File: src/rtl/imm_decode_stage_pkg.sv
// Shared definitions for the immediate decode stage.
//   extop_e       : immediate format select encodings, 110 is reserved
//   xlen_is_legal : datapath width legality check used at elaboration
package imm_decode_stage_pkg;

  localparam int EXTOP_W = 3;

  typedef enum logic [EXTOP_W-1:0] {
    EXT_I   = 3'b000,
    EXT_S   = 3'b001,
    EXT_B   = 3'b010,
    EXT_Z   = 3'b011,
    EXT_U   = 3'b100,
    EXT_SH  = 3'b101,
    EXT_RSV = 3'b110,
    EXT_J   = 3'b111
  } extop_e;

  function automatic bit xlen_is_legal(input int unsigned xlen);
    return (xlen == 32) || (xlen == 64);
  endfunction

endpackage

File: src/rtl/imm_decode_stage_if.sv
// Request/response bus of the immediate decode stage.
//   in_*  : upstream request (valid/ready, instruction, format select, pc)
//   out_* : downstream result (valid/ready, immediate, branch target, error)
// slave  : the decode stage
// master : the environment driving requests and consuming results
interface imm_decode_stage_if #(
  parameter int XLEN = 32
);
  logic            in_valid;
  logic            in_ready;
  logic [31:0]     in_inst;
  logic [2:0]      in_extop;
  logic [XLEN-1:0] in_pc;
  logic            out_valid;
  logic            out_ready;
  logic [XLEN-1:0] out_imm;
  logic [XLEN-1:0] out_target;
  logic            out_err;

  modport slave (
    input  in_valid, in_inst, in_extop, in_pc, out_ready,
    output in_ready, out_valid, out_imm, out_target, out_err
  );

  modport master (
    output in_valid, in_inst, in_extop, in_pc, out_ready,
    input  in_ready, out_valid, out_imm, out_target, out_err
  );
endinterface

File: src/rtl/imm_decode_stage_core.sv
// Combinational immediate generator.
//   inst  : instruction word, bits [6:0] unused
//   extop : immediate format select
//   imm   : sign/zero extended immediate, XLEN bits
//   err   : extop was the reserved code (imm forced to 0)
module imm_decode_core
  import imm_decode_stage_pkg::*;
#(
  parameter int XLEN = 32
) (
  input  logic [31:0]     inst,
  input  extop_e          extop,
  output logic [XLEN-1:0] imm,
  output logic            err
);

  if (!xlen_is_legal(XLEN)) begin : g_bad_xlen
    $error("imm_decode_core: XLEN must be 32 or 64, got %0d", XLEN);
  end

  logic [31:0] imm32;
  logic        unused_opcode;

  assign unused_opcode = ^inst[6:0];

  always_comb begin
    imm32 = '0;
    err   = 1'b0;
    case (extop)
      EXT_I:   imm32 = {{20{inst[31]}}, inst[31:20]};
      EXT_S:   imm32 = {{20{inst[31]}}, inst[31:25], inst[11:7]};
      EXT_B:   imm32 = {{19{inst[31]}}, inst[31], inst[7], inst[30:25], inst[11:8], 1'b0};
      EXT_U:   imm32 = {inst[31:12], 12'b0};
      EXT_J:   imm32 = {{11{inst[31]}}, inst[31], inst[19:12], inst[20], inst[30:21], 1'b0};
      EXT_Z:   imm32 = {27'b0, inst[19:15]};
      EXT_SH:  imm32 = (XLEN == 64) ? {26'b0, inst[25:20]} : {27'b0, inst[24:20]};
      default: err   = 1'b1;
    endcase
  end

  // Zero-extended formats keep bit 31 clear, so one signed widening covers all formats.
  assign imm = XLEN'($signed(imm32));

endmodule

File: src/rtl/imm_decode_stage.sv
// Immediate decode pipeline stage: decodes the immediate and branch target
// combinationally and registers them on acceptance (one cycle latency).
//   clk   : clock, rising edge
//   rst_n : synchronous active-low reset, priority over flush and transfers
//   flush : discards all buffered entries and the input of the same cycle
//   bus   : request/response bus (slave side)
// SKID_EN=1 adds a second entry so in_ready depends only on registered state.
module imm_decode_stage
  import imm_decode_stage_pkg::*;
#(
  parameter int XLEN    = 32,
  parameter int SKID_EN = 1
) (
  input logic                clk,
  input logic                rst_n,
  input logic                flush,
  imm_decode_stage_if.slave  bus
);

  logic [XLEN-1:0] dec_imm;
  logic [XLEN-1:0] dec_target;
  logic            dec_err;

  logic            out_valid_q;
  logic [XLEN-1:0] out_imm_q;
  logic [XLEN-1:0] out_target_q;
  logic            out_err_q;

  logic            skid_valid_q;
  logic [XLEN-1:0] skid_imm_q;
  logic [XLEN-1:0] skid_target_q;
  logic            skid_err_q;

  logic            accept;
  logic            out_free;

  imm_decode_core #(.XLEN(XLEN)) u_core (
    .inst  (bus.in_inst),
    .extop (extop_e'(bus.in_extop)),
    .imm   (dec_imm),
    .err   (dec_err)
  );

  assign dec_target = bus.in_pc + dec_imm;

  assign bus.in_ready = rst_n &&
                        ((SKID_EN != 0) ? !skid_valid_q : (!out_valid_q || bus.out_ready));
  assign accept       = bus.in_valid && bus.in_ready && !flush;
  assign out_free     = !out_valid_q || bus.out_ready;

  always_ff @(posedge clk) begin
    if (!rst_n) begin
      out_valid_q   <= 1'b0;
      out_imm_q     <= '0;
      out_target_q  <= '0;
      out_err_q     <= 1'b0;
      skid_valid_q  <= 1'b0;
      skid_imm_q    <= '0;
      skid_target_q <= '0;
      skid_err_q    <= 1'b0;
    end else if (flush) begin
      out_valid_q  <= 1'b0;
      skid_valid_q <= 1'b0;
    end else if (out_free) begin
      // A full skid entry blocks in_ready, so it always wins the output slot.
      if (skid_valid_q) begin
        out_valid_q  <= 1'b1;
        out_imm_q    <= skid_imm_q;
        out_target_q <= skid_target_q;
        out_err_q    <= skid_err_q;
        skid_valid_q <= 1'b0;
      end else begin
        out_valid_q <= accept;
        if (accept) begin
          out_imm_q    <= dec_imm;
          out_target_q <= dec_target;
          out_err_q    <= dec_err;
        end
      end
    end else if (accept) begin
      // Only reachable with SKID_EN=1: output stalled, park the new entry.
      skid_valid_q  <= 1'b1;
      skid_imm_q    <= dec_imm;
      skid_target_q <= dec_target;
      skid_err_q    <= dec_err;
    end
  end

  assign bus.out_valid  = out_valid_q;
  assign bus.out_imm    = out_imm_q;
  assign bus.out_target = out_target_q;
  assign bus.out_err    = out_err_q;

endmodule

File: src/flat_wrapper.sv
// flat-port wrapper written by rule: the top's interface ports become plain ports
module imm_decode_stage_flat import imm_decode_stage_pkg::*;
#(
  parameter int XLEN    = 32,
  parameter int SKID_EN = 1
)
  (clk, rst_n, flush, bus_in_valid, bus_in_inst, bus_in_extop, bus_in_pc, bus_out_ready, bus_in_ready, bus_out_valid, bus_out_imm, bus_out_target, bus_out_err);
  imm_decode_stage_if #(.XLEN(XLEN)) bus_i ();
  input logic clk;
  input logic rst_n;
  input logic flush;
  input wire logic [$bits(bus_i.in_valid)-1:0] bus_in_valid;
  input wire logic [$bits(bus_i.in_inst)-1:0] bus_in_inst;
  input wire logic [$bits(bus_i.in_extop)-1:0] bus_in_extop;
  input wire logic [$bits(bus_i.in_pc)-1:0] bus_in_pc;
  input wire logic [$bits(bus_i.out_ready)-1:0] bus_out_ready;
  output wire logic [$bits(bus_i.in_ready)-1:0] bus_in_ready;
  output wire logic [$bits(bus_i.out_valid)-1:0] bus_out_valid;
  output wire logic [$bits(bus_i.out_imm)-1:0] bus_out_imm;
  output wire logic [$bits(bus_i.out_target)-1:0] bus_out_target;
  output wire logic [$bits(bus_i.out_err)-1:0] bus_out_err;
  assign bus_i.in_valid = bus_in_valid;
  assign bus_i.in_inst = bus_in_inst;
  assign bus_i.in_extop = bus_in_extop;
  assign bus_i.in_pc = bus_in_pc;
  assign bus_i.out_ready = bus_out_ready;
  assign bus_in_ready = bus_i.in_ready;
  assign bus_out_valid = bus_i.out_valid;
  assign bus_out_imm = bus_i.out_imm;
  assign bus_out_target = bus_i.out_target;
  assign bus_out_err = bus_i.out_err;
  imm_decode_stage #(.XLEN(XLEN), .SKID_EN(SKID_EN)) u_core (.clk(clk), .rst_n(rst_n), .flush(flush), .bus(bus_i));
endmodule
File: config.mk
export PLATFORM = sky130hd
export DESIGN_NAME = imm_decode_stage_flat
export DESIGN_NICKNAME = d
export VERILOG_FILES = /design/src/rtl/imm_decode_stage_pkg.sv /design/src/rtl/imm_decode_stage_if.sv /design/src/rtl/imm_decode_stage_core.sv /design/src/rtl/imm_decode_stage.sv /design/src/flat_wrapper.sv
export SDC_FILE = /design/constraint.sdc
export NUM_CORES = 1
export LEC_CHECK = 0
export BUFFER_PORTS_ARGS = -buffer_cell sky130_fd_sc_hd__buf_4
export CELL_PAD_IN_SITES_DETAIL_PLACEMENT = 0
export CELL_PAD_IN_SITES_GLOBAL_PLACEMENT = 1
export CORE_UTILIZATION = 41
export DETAILED_ROUTE_END_ITERATION = 10
export GPL_ROUTABILITY_DRIVEN = 0
export PLACE_DENSITY = 0.8
export SYNTH_ARGS = -nofsm -noshare
export SYNTH_HDL_FRONTEND = slang
export SYNTH_SLANG_ARGS = --single-unit
File: constraint.sdc
create_clock -name clk -period 3.85 [get_ports clk]
set_input_delay 0.385 -clock clk [delete_from_list [all_inputs] [get_ports clk]]
set_output_delay 0.385 -clock clk [all_outputs]
set_load 0.03 [all_outputs]
==> results.py <==
metrics = {
    "layout": {
        "fillers": 1819,
        "postLayoutCoreUtil": 0.5202,
        "drive_gt1_frac": 0.1826,
        "nNetsFinal": 1181,
        "syn_to_final_growth_pct": 23.07,
        "layoutNonFillerInstCount": 1319,
        "antenna_cells": 0,
    },
    "sta": {
        "rsz0062_at_grt": "false",
        "setup_viol": 0,
        "skew_ps": 8.424,
        "slew_headroom": 0.3394,
        "max_freq_mhz": 296.8,
        "fin_crit_sh": 0.8752,
        "final_hold_viol_count": 0,
        "slew_violations": 0,
        "hold_slack_ps": 153.4,
        "finalCriticalPeriod_ps": 3369,
        "final.setup.tns_ps": 0,
        "worst_slew_pin_slew_ps": 990.9,
    },
    "drt": {
        "dr.pass1.iters": 11,
        "wire_per_inst_um": 16.71,
        "drc_errors": 4,
        "routed_via_density": 5.495,
        "drtIter0Drc": 489,
        "detail-route-antenna-nets": 0,
        "dr_total_vias": 7248,
        "routed_wl_mm": 22.04,
    },
    "synth": {
        "ys_ff_latch": 132,
        "syn_inst": 984,
        "synth_cell_type_count": 59,
        "ys.flop_type": "dfxtp_1",
        "synth_nets": 1088,
        "synthArstFlopShare": 0,
        "ys_seq_area_frac": 0.3433,
        "yosysWarnings": 0,
        "synth.avg_cell_area_um2": 7.823,
        "synth_edf_count": 0,
        "netlist_area_mm2": 0.007697,
    },
    "critical_path": {
        "crit_path_start_kind": "input port",
        "arrival_ps": 3670,
        "crit_type": "input port to register",
        "crit_fanout": 15,
        "required_ps": 4150,
        "end_kind": "register",
    },
    "floorplan": {
        "dieArea_mm2": 0.01933,
        "start_util": 0.4227,
        "io_pins": 139,
        "die_h_um": 139.0,
        "die_x_um": 139.0,
        "core_mm2": 0.01821,
        "row_count": 49,
    },
    "global_route": {
        "grt_max_degree": 104,
        "antenna_found_initial": 0,
        "grt_pass1_vias": 6640,
        "grt_pass1_wl_mm": 35.42,
        "track_usage": 0.2318,
        "grt_remaining_overflow": 0,
    },
    "cts": {
        "holdBufCountCts": 0,
        "ctsResizeCount": 0,
        "clock_latency_ps": 430,
        "cts_htree_levels": 4,
        "cts_tree": "yes",
        "clockBufferDepth": 2,
        "root_buffer": "clkbuf_16",
        "clkTransAtPathRegs_ps": 60,
        "cts_setup_buffers": 0,
        "clock_sinks": 132,
        "numCtsBuffers": 17,
    },
    "place": {
        "dpl.hpwl_mm": 15.72,
        "place_inst": 1287,
        "io_buffers": 131,
    },
    "power_and_ir_drop": {
        "p_leak_nw": 4.403,
        "powerDensity_mw_per_mm2": 429.9,
        "p_total_mw": 4.072,
        "ir_drop_mv": 0.3132,
    },
    "outcome": {
        "violations": "DRC",
        "status": "finished, violations left",
    },
    "run": {
        "cap_violations": 0,
    },
    "hold_path": {
        "hp-class": "input port to register",
    },
}
## critical path: stages
cell and delay (ps):
buf_4 170, inv_1 160, a21oi_1 160, a311oi_1 60, a21oi_1 330, inv_1 80
ha_1 220, inv_1 80, fa_1 210, nor2b_1 70, o311a_1 330, o21ai_0 180
nand2_1 200, a221oi_2 470, o31ai_1 150, xnor2_1 300, o21ai_0 120
## metrics by stage
| step | setup slack (ps) | area [um^2] |
|---|---|---|
| 3_5_place_dp | 85.99 | 8827 |
| 6_report | 480.6 | 9473 |
| 3_3_place_gp | 128.9 | 8827 |
| 4_1_cts | 515.9 | 9468 |
| 2_1_floorplan | 325.3 | 7697 |
| 5_1_grt | 222.9 | 9473 |
## Yosys cell counts, drive strengths merged (12+ instances only)
cell type | n | area share
nand2 | 207 | 0.10
dfxtp | 132 | 0.34
a21oi | 72 | 0.047
o21ai | 72 | 0.047
clkbuf | 56 | 0.027
a21boi | 49 | 0.048
o211a | 45 | 0.059
inv | 36 | 0.018
ha | 31 | 0.050
nand3 | 27 | 0.018
nor2 | 26 | 0.013
o211ai | 23 | 0.022
mux2i | 21 | 0.027
buf | 19 | 0.012
xnor2 | 18 | 0.020
a21o | 15 | 0.015
nor3 | 13 | 0.0085
a211oi | 12 | 0.012
## cell type report
class,instances,area [um^2],share of cell area
well taps,229,286.5,0.03025
clock inverters,14,201.4,0.02127
multi-input cells,740,4626,0.4883
repair buffers,150,1139,0.1202
clock buffers,18,439.2,0.04636
flip-flops and latches,132,2646,0.2794
inverters,36,135.1,0.01426
## path summary, 6_finish.rpt
check,cells after the start,endpoint,from,slack (ps)
max reg2reg,7,u_core.skid_target_q[6],u_core.bus.out_valid,1570
max,17,u_core.bus.out_target[26],bus_in_extop[2],480
min,2,u_core.bus.out_valid,flush,150
min reg2reg,2,u_core.bus.out_imm[29],u_core.bus.out_imm[29],460
## power breakdown
group,total [mW],switching (mW),internal (mW),leakage (nW)
logic,0.882,0.541,0.341,3.02
clock network,1.77,0.657,1.11,0.313
registers,1.42,0.0209,1.40,1.07
total,4.07,1.22,2.85,4.40
## flip-flops by register name (all words and copies together), names as in the netlist
name / flops
u_core.bus.out_imm: 32
u_core.bus.out_target: 32
u_core.skid_imm_q: 32
u_core.skid_target_q: 32
u_core.bus.out_err: 1
u_core.bus.out_valid: 1
u_core.skid_err_q: 1
u_core.skid_valid_q: 1
## kinds of logic (layout without fill, tap and decap cells)
family	after synthesis	in the layout	share of synthesized area
AND/OR/NAND/NOR	329	329	0.1903
buffers and inverters	112	218	0.05771
adder cells (fa/ha/maj)	32	32	0.05299
XOR/XNOR	28	28	0.03186
multiplexers	21	21	0.02731
AO/OA/AOI/OAI	330	330	0.2965
flip-flops	132	132	0.3433
## layer usage
metal  part of all wire  GRT usage  up-vias  routed length, um
met5                  0          0        -                  0
met2               0.47     0.3809      175              10300
met3              0.037    0.03971       20                826
li1                   -          -     3682                  -
met1               0.48     0.3127     3371              10620
met4              0.013    0.06199        0                295
## cells in the final DEF (no fill, tap or decap), types with 10 or more instances in the layout
cell,synthesis,final
o211a_1,45,45
inv_1,36,36
o21ai_0,71,71
a21boi_0,49,49
a31oi_1,11,11
clkbuf_16,0,17
a21oi_1,72,72
nand2_1,207,207
buf_4,3,149
nor2_1,26,26
mux2i_1,21,21
dfxtp_1,132,131
a21o_1,15,15
a211oi_1,11,11
nand3_1,27,27
o211ai_1,23,23
xnor2_1,18,18
ha_1,31,31
nor3_1,13,11
xor2_1,10,10
Power figures use the tool's default switching activity.
